## config.mk

```make
export PLATFORM = sky130hd
export DESIGN_NAME = blackjack_round_ctrl
export DESIGN_NICKNAME = d
export VERILOG_FILES = /design/src/rtl/blackjack_round_ctrl.sv
export SDC_FILE = /design/constraint.sdc
export NUM_CORES = 1
export LEC_CHECK = 0
export ABC_AREA = 1
export CAP_MARGIN = 20
export CORE_MARGIN = 3
export CORE_UTILIZATION = 40
export CTS_BUF_LIST = sky130_fd_sc_hd__clkbuf_4 sky130_fd_sc_hd__clkbuf_8
export CTS_CLUSTER_DIAMETER = 150
export CTS_CLUSTER_SIZE = 40
export DETAILED_ROUTE_END_ITERATION = 10
export PLACE_DENSITY = 0.61
export SLEW_MARGIN = 20
export SYNTH_ARGS = -nofsm -noshare
export SYNTH_HDL_FRONTEND = slang
export SYNTH_SLANG_ARGS = --single-unit
```

## constraint.sdc

```tcl
create_clock -name clk -period 4.3 [get_ports clk]
set_clock_uncertainty 0.1 [all_clocks]
set_input_delay 0.86 -clock clk [delete_from_list [all_inputs] [get_ports clk]]
set_output_delay 0.86 -clock clk [all_outputs]
set_load 0.01 [all_outputs]
```

## src/rtl/blackjack_round_ctrl.sv

```systemverilog
// blackjack_round_ctrl
//
// Sequences one blackjack round. It deals player, dealer, player, dealer
// from the shared card source, runs the player's hit/stand turn and the
// dealer's automatic draw rule, and then latches the verdict.
//
// Ports:
//   clk, reset            system clock, synchronous active-high reset
//   start, hit, stand     single-cycle control pulses from the button logic
//   card_valid/value      card source handshake (rank 1..13)
//   card_req, card_dest   card request (registered) and destination (0 player, 1 dealer)
//   player_sum/dealer_sum best hand totals (ace counted 11 when it fits)
//   phase                 state code (debug)
//   done                  high while the verdict is shown
//   win/lose/draw/blackjack verdict flags, valid while done
//
// Build option: define DEALER_HITS_SOFT17_EN to make the dealer draw on a
// soft 17 (ace held and hard total 7).
//
// state    | meaning
// IDLE     | waiting for start
// DEAL_P1  | first card to player
// DEAL_D1  | first card to dealer
// DEAL_P2  | second card to player
// DEAL_D2  | second card to dealer, blackjack check on accept
// PLAYER   | waiting for hit or stand (auto-stand on 21)
// P_DRAW   | player hit card, bust check on accept
// DEALER   | dealer draws while below 17
// RESULT   | verdict held until start
module blackjack_round_ctrl (
  input  logic       clk,
  input  logic       reset,
  input  logic       start,
  input  logic       hit,
  input  logic       stand,
  input  logic       card_valid,
  input  logic [4:0] card_value,
  output logic       card_req,
  output logic       card_dest,
  output logic [5:0] player_sum,
  output logic [5:0] dealer_sum,
  output logic [2:0] phase,
  output logic       done,
  output logic       win,
  output logic       lose,
  output logic       draw,
  output logic       blackjack
);

  typedef enum logic [3:0] {
    S_IDLE    = 4'd0,
    S_DEAL_P1 = 4'd1,
    S_DEAL_D1 = 4'd2,
    S_DEAL_P2 = 4'd3,
    S_DEAL_D2 = 4'd4,
    S_PLAYER  = 4'd5,
    S_P_DRAW  = 4'd6,
    S_DEALER  = 4'd7,
    S_RESULT  = 4'd8
  } state_t;

  state_t     state, state_n;
  logic [5:0] p_hard, d_hard, p_hard_n, d_hard_n;
  logic       p_ace, d_ace, p_ace_n, d_ace_n;
  logic [5:0] p_best_n, d_best_n;
  logic [5:0] card_pts;
  logic       rank_ok, accept, dealer_draw, req_state;
  logic       clear, load_verdict;
  logic       v_win, v_lose, v_draw;

  // hard + 10 <= 21 is the same as hard <= 11
  function automatic logic [5:0] best_of(input logic [5:0] hard, input logic ace);
    return (ace && hard <= 6'd11) ? hard + 6'd10 : hard;
  endfunction

  assign rank_ok  = (card_value >= 5'd1) && (card_value <= 5'd13);
  assign card_pts = (card_value > 5'd10) ? 6'd10 : {1'b0, card_value};
  assign accept   = card_req && card_valid && rank_ok;

  assign card_dest = (state == S_DEAL_D1) || (state == S_DEAL_D2) || (state == S_DEALER);

  assign player_sum = best_of(p_hard, p_ace);
  assign dealer_sum = best_of(d_hard, d_ace);
  assign done       = (state == S_RESULT);
  // Nine states share a 3-bit debug code: RESULT reports 7 like DEALER,
  // and done tells the two apart.
  assign phase      = (state == S_RESULT) ? 3'd7 : 3'(state);

`ifdef DEALER_HITS_SOFT17_EN
  assign dealer_draw = (dealer_sum < 6'd17) || (d_ace && d_hard == 6'd7);
`else
  assign dealer_draw = (dealer_sum < 6'd17);
`endif

  assign req_state = (state == S_DEAL_P1) || (state == S_DEAL_D1) ||
                     (state == S_DEAL_P2) || (state == S_DEAL_D2) ||
                     (state == S_P_DRAW)  || ((state == S_DEALER) && dealer_draw);

  // Hand values as they will be after this edge; verdicts are judged on these.
  always_comb begin
    p_hard_n = p_hard;
    p_ace_n  = p_ace;
    d_hard_n = d_hard;
    d_ace_n  = d_ace;
    if (accept) begin
      if (card_dest) begin
        d_hard_n = d_hard + card_pts;
        d_ace_n  = d_ace | (card_value == 5'd1);
      end else begin
        p_hard_n = p_hard + card_pts;
        p_ace_n  = p_ace | (card_value == 5'd1);
      end
    end
  end

  assign p_best_n = best_of(p_hard_n, p_ace_n);
  assign d_best_n = best_of(d_hard_n, d_ace_n);

  always_comb begin
    state_n      = state;
    clear        = 1'b0;
    load_verdict = 1'b0;
    v_win        = 1'b0;
    v_lose       = 1'b0;
    v_draw       = 1'b0;

    if (p_best_n > 6'd21)                               v_lose = 1'b1;
    else if (d_best_n > 6'd21 || p_best_n > d_best_n)   v_win  = 1'b1;
    else if (p_best_n == d_best_n)                      v_draw = 1'b1;
    else                                                v_lose = 1'b1;

    case (state)
      S_IDLE, S_RESULT: begin
        if (start) begin
          clear   = 1'b1;
          state_n = S_DEAL_P1;
        end
      end
      S_DEAL_P1: if (accept) state_n = S_DEAL_D1;
      S_DEAL_D1: if (accept) state_n = S_DEAL_P2;
      S_DEAL_P2: if (accept) state_n = S_DEAL_D2;
      S_DEAL_D2: begin
        if (accept) begin
          if (p_best_n == 6'd21) begin
            state_n      = S_RESULT;
            load_verdict = 1'b1;
          end else begin
            state_n = S_PLAYER;
          end
        end
      end
      S_PLAYER: begin
        if (player_sum == 6'd21 || stand) state_n = S_DEALER;
        else if (hit)                     state_n = S_P_DRAW;
      end
      S_P_DRAW: begin
        if (accept) begin
          if (p_best_n > 6'd21) begin
            state_n      = S_RESULT;
            load_verdict = 1'b1;
          end else begin
            state_n = S_PLAYER;
          end
        end
      end
      S_DEALER: begin
        if (!dealer_draw) begin
          state_n      = S_RESULT;
          load_verdict = 1'b1;
        end
      end
      default: state_n = S_IDLE;
    endcase
  end

  always_ff @(posedge clk) begin
    if (reset) begin
      state     <= S_IDLE;
      card_req  <= 1'b0;
      p_hard    <= 6'd0;
      p_ace     <= 1'b0;
      d_hard    <= 6'd0;
      d_ace     <= 1'b0;
      win       <= 1'b0;
      lose      <= 1'b0;
      draw      <= 1'b0;
      blackjack <= 1'b0;
    end else begin
      state    <= state_n;
      card_req <= req_state && !accept;
      if (clear) begin
        p_hard    <= 6'd0;
        p_ace     <= 1'b0;
        d_hard    <= 6'd0;
        d_ace     <= 1'b0;
        win       <= 1'b0;
        lose      <= 1'b0;
        draw      <= 1'b0;
        blackjack <= 1'b0;
      end else begin
        p_hard <= p_hard_n;
        p_ace  <= p_ace_n;
        d_hard <= d_hard_n;
        d_ace  <= d_ace_n;
        if (load_verdict) begin
          win       <= v_win;
          lose      <= v_lose;
          draw      <= v_draw;
          blackjack <= (state == S_DEAL_D2);
        end
      end
    end
  end

endmodule

```

### Yosys cells after proc, flatten, opt, wreduce, memory -nomap -nowiden

Cells that the tools add are included.

* register bits after elaboration: 23
* input port bits: 11

* add/sub/neg operators: 6
* magnitude comparators: 11
* equality and inequality tests: 20
* muxes and demuxes: 42
* bitwise logic cells: 2
* reductions and logical operators: 23

Operator list (count)
* 2-to-1 mux 6 bit: 8
* 2-to-1 mux 4 bit: 11
* one-hot mux 4 bit (8 select lines): 1
* adder 6 x 4 -> 6 bit (second input constant): 4
* less-or-equal comparator 6 x 4 -> 1 bit (second input constant): 4
* 2-to-1 mux 1 bit: 19
* == test 4 x 3 -> 1 bit (second input constant): 4
* != test 2 bit (second input constant): 7
* adder 6 x 5 -> 6 bit: 2
* == test 6 x 5 -> 1 bit (second input constant): 2
* > comparator 6 x 5 -> 1 bit (second input constant): 2
* logical AND 1 bit: 9
* logical OR 1 bit: 9
* == test 4 x 2 -> 1 bit (second input constant): 2
* AND reduction 8 bit: 1
* == test 6 bit: 1
* > comparator 6 bit: 1
* less-than comparator 6 x 5 -> 1 bit (second input constant): 1
* == test 5 x 1 -> 1 bit (second input constant): 1
* >= comparator 5 x 1 -> 1 bit (second input constant): 1
* > comparator 5 x 4 -> 1 bit (second input constant): 1
* less-or-equal comparator 5 x 4 -> 1 bit (second input constant): 1
* 2-to-1 mux 5 bit: 1
* == test 4 x 1 -> 1 bit (second input constant): 1
* other kinds (8): 10

### Depth between registers and ports, before layout

* depth after elaboration: 12
* depth in mapped cells: 31
* depth with buffers taken out: 31

### Least setup slack after synthesis

No wires, ideal clock.

* kind: input -> register
* from: in card_value[4]
* to: reg win
* setup time: 0.115 ns
* data arrival time: 3.794 ns
* data required time: 4.085 ns
* setup slack: 0.291 ns
* stages on the path: 29
* buffers on the path: 0
* cell sequence: nor2_1 inv_1 a21oi_1 ha_1 inv_1 fa_1 inv_1 nand2_1 nand3_2 nand2_4 ha_1 inv_1 nand2_1 nand2_1 nand4_1 nand2_1 inv_1 ha_1 nand2_1 nand2_1 a31oi_1 and3_1 inv_1 nand2_1 nand3_1 nand2_1 inv_1 a21oi_1 nor2_1

* word-level cells in the longest chain between the ends: 12
* elaborated cells on any way between the ends: 39
* classes of those cells: 4 x add/sub; 8 x order compare; 2 x eq/ne; 18 x mux; 2 x bitwise; 5 x reduce/logical

Ends and longest elaborated chain
* start, declared: RTL line 37 `input logic [4:0] card_value,`
* > comparator 5 x 4 -> 1 bit: RTL line 77 `assign card_pts = (card_value > 5'd10) ? 6'd10 : {1'b0, card_value};`
* 2-to-1 mux 5 bit: RTL line 77
* adder 6 x 5 -> 6 bit: RTL line 110 `p_hard_n = p_hard + card_pts;`
* 2-to-1 mux 6 bit: RTL line 106 `if (card_dest) begin`
* 2-to-1 mux 6 bit *: RTL line 105 `if (accept) begin`
* via p_hard_n[2]: RTL line 63 `logic [5:0] p_hard, d_hard, p_hard_n, d_hard_n;`
* less-or-equal comparator 6 x 4 -> 1 bit: RTL line 73 `return (ace && hard <= 6'd11) ? hard + 6'd10 : hard;`
* logical AND 1 bit: RTL line 73
* 2-to-1 mux 6 bit *: RTL line 73
* > comparator 6 x 5 -> 1 bit, or another cell as far along: RTL line 127, 158
* 2-to-1 mux 1 bit, or another cell as far along: RTL line 158 `if (p_best_n > 6'd21) begin`
* 2-to-1 mux 1 bit (on tied branches): RTL line 157, 128, 143
* one-hot mux 1 bit (3 select lines) / 2-to-1 mux 1 bit (equally long branches): RTL line 132, 127
* end signal, assigned: RTL line 206 `win <= v_win;`
* end, declared: RTL line 44 `output logic win,`

Mark *: on every way through the listed nets, which the timed path passes. The rest lies on a longest branch.
A chain may end at the register's enable or synchronous reset.

### Final worst setup path

Ends and elaborated chain as after synthesis.

==> flow_metrics.py <==
metrics = {
    "timing": {
        "rsz0062_at_grt": "no",
        "period_share_pct": 92.5,
        "relSlewSlack_pct": 54.7,
        "setup-violations-final": 0,
        "drv_slew": 0,
        "hold_viol": 0,
        "finalWorstSetupSlack_ps": 321,
        "max_freq_ghz": 0.251,
        "tightestPinTransition_ps": 670,
        "min_period_ps": 3980,
    },
    "floorplanning": {
        "die-area_sq_mm": 0.00708,
        "std_cell_rows": 27,
        "io_pins": 33,
        "initial_core_util_pct": 42.8,
        "die_w_microns": 84.1,
        "coreArea_sq_mm": 0.00571,
        "die_h_microns": 84.1,
    },
    "placed_design": {
        "place_area_sq_mm": 0.00315,
        "dp_cells": 528,
        "post-place-ws_ps": -369,
        "place_hpwl_microns": 5040,
        "port_buffers": 32,
        "place_congestion": 0.912,
    },
    "route": {
        "viasPerCell": 4.81,
        "drc": 0,
        "finalWirelength_microns": 6110,
        "drt-initial-drc-count": 97,
        "post_drt_wl_per_cell_microns": 11.4,
        "dr.pass1.iters": 4,
        "ant_nets": 0,
        "num_vias": 2569,
    },
    "min_path": {
        "holdCritPathClass": "reg -> reg",
    },
    "synthesis": {
        "synth_area_leaders": "dfxtp_1, nand2_1, inv_1",
        "synth_common_cells": "nand2_1, inv_1, nor2_1",
        "syn-instance-count": 387,
        "synth_cell_types": 39,
        "netlist.area_leader.share_pct": 18.9,
        "syn_area_per_cell_sq_um": 6.31,
        "yosys.area.top_type": "dfxtp_1",
        "ys_warn_count": 0,
        "synth.most_common_cell": "nand2_1",
        "synth-edff-count": 0,
        "syn_area_sq_mm": 0.00244,
        "seq_area_frac_synth_pct": 18.9,
        "synth_seq_cells": 23,
        "async_reset_ff_share_pct": 0,
        "synth_flop_cell": "dfxtp_1",
    },
    "grt": {
        "track_usage_pct": 17.6,
        "antenna_found_initial": 0,
        "grt_overflow_total": 0,
        "grt_pass1_wl_microns": 10500,
        "grt_pass1_vias": 2384,
        "grt_max_degree": 16,
    },
    "setup_path": {
        "path_class": "in -> reg",
        "path_max_fanout": 3,
        "start_kind": "input pin",
        "crit_path_end_kind": "register",
        "cp_data_required_time_ps": 4370,
        "worstPathArrival_ps": 4050,
    },
    "clock_tree": {
        "cts.path.max_buffers": 2,
        "cts_hold_buf": 0,
        "clk_pin_slew_ps": 90,
        "worstSkewPairLatency_ps": 270,
        "clock-root-buffer": "clkbuf_8",
        "numCtsBuffers": 3,
        "cts_tree": "built",
        "htree_levels": 1,
        "numClockSinks": 23,
    },
    "pwr": {
        "swShare_pct": 40.6,
        "comb_power_share_pct": 49.4,
        "p_switching_uw": 309,
        "p_clk_share_pct": 18.5,
        "p_leak_nw": 1.72,
        "powerDensity_mw_per_mm2": 232,
        "cell_internal_pwr_uw": 452,
        "p_seq_share_pct": 32.1,
        "peakVddDrop_uv": 235,
        "total_power_uw": 762,
    },
    "flow_run": {
        "cap_violations": 0,
    },
    "cells_and_area": {
        "num_antenna_cells": 0,
        "nets": 494,
        "reg_top3": "d_hard (6), p_hard (6), state (4)",
        "instances_no_fill": 534,
        "fin_area_sq_mm": 0.00328,
        "drive_above_1_share_pct": 23.6,
        "areaGrowthSynthToFinish_pct": 34.5,
    },
    "status": {
        "status": "finished clean",
    },
}
-- stage by stage --
stage          setup TNS (ps)  hold WS, ps  util (%)
4_1_cts                     0          428      56.2
6_report                    0          429      57.5
3_3_place_gp             -786          402      55.2
5_1_grt                     0          462      57.5
3_5_place_dp             -816          413      55.2
2_1_floorplan               0          376         -
-- worst max-delay path: stages --
cell	delay [ps]
dlymetal6s2s_1	150
nor2_2	160
inv_2	60
a21oi_2	160
ha_2	190
inv_1	50
fa_2	470
o21ai_4	180
ha_2	190
nand3_1	80
nand2_1	80
nand4_1	120
nand2_1	120
inv_1	50
ha_1	280
nand2_1	60
nand2_1	40
a31oi_1	150
and3_1	190
inv_1	40
nand2_1	40
nand3_1	70
nand2_1	60
inv_1	30
a21oi_1	100
nor2_1	60
-- metal layers --
metal  up-vias  wire length, microns  GRT usage, %
met3         6                   165          1.57
met1      1136                  2900          23.8
met4         0                    48          3.65
met5         -                     0             0
li1       1388                     -             -
met2        39                  2990          30.7
-- power groups by stage --
stage	Combinational, mW	Clock (mW)	Sequential [mW]
6_report	0.376	0.141	0.244
5_1_grt	0.426	0.159	0.247
4_1_cts	0.376	0.150	0.244
3_5_place_dp	0.371	0	0.249
3_3_place_gp	0.370	0	0.249
2_1_floorplan	0.242	0	0.247
-- timing repair --
item | in CTS | in global routing
endpoints found under the setup margin | 1 | 3
setup buffers | 0 | 2
gates resized for setup | 4 | 22
pin swaps | 4 | 12
-- path summary, 6_finish.rpt --
check                           slack, ps  endpoint     startpoint  depth (start not counted)
worst max register to register        990       win       state[1]                         26
worst max-delay path                  320       win  card_value[4]                         26
worst min-delay path                  430  state[2]       state[2]                          2
worst min register to register        430  state[2]       state[2]                          2
-- cell families (layout without fill, tap and decap cells) --
| kind of cell | Yosys count | after routing | synth area share (%) |
|---|---|---|---|
| xor gates and xnor gates | 4 | 4 | 1.43 |
| AOI/OAI and AO/OA | 46 | 46 | 11.7 |
| buffers and inverters | 82 | 156 | 13.1 |
| adders and majority gates | 20 | 20 | 10.9 |
| other | 1 | 2 | 0.154 |
| and+or+nand+nor | 211 | 211 | 43.9 |
| DFF | 23 | 23 | 18.9 |
-- cells in the final DEF (no fill, tap or decap), drive strengths merged --
cell,n
nand3,37
a31oi,2
a311oi,1
dfxtp,23
xor2,4
ha,18
inv,75
dlymetal6s2s,5
clkinv,3
o211ai,1
clkbuf,3
and3,1
o2111ai,1
conb,2
a22oi,1
o41ai,1
o21ai,11
fa,2
nand2,109
nor3,4
buf,43
nand4,16
a211oi,1
clkdlybuf4s50,27
nand3b,4
a21o,2
nor2,39
a21oi,25
or2,1
-- cell type report --
cell class,instances,area [sq um]
tap,72,90.1
fill,568,2420
inverter,77,294
multi-input combinational,283,1730
sequential,23,460
clock buffer,3,41.3
clock inverter,1,5.00
timing repair buffer,75,668
Note: power is estimated with default switching activity, not from simulation.
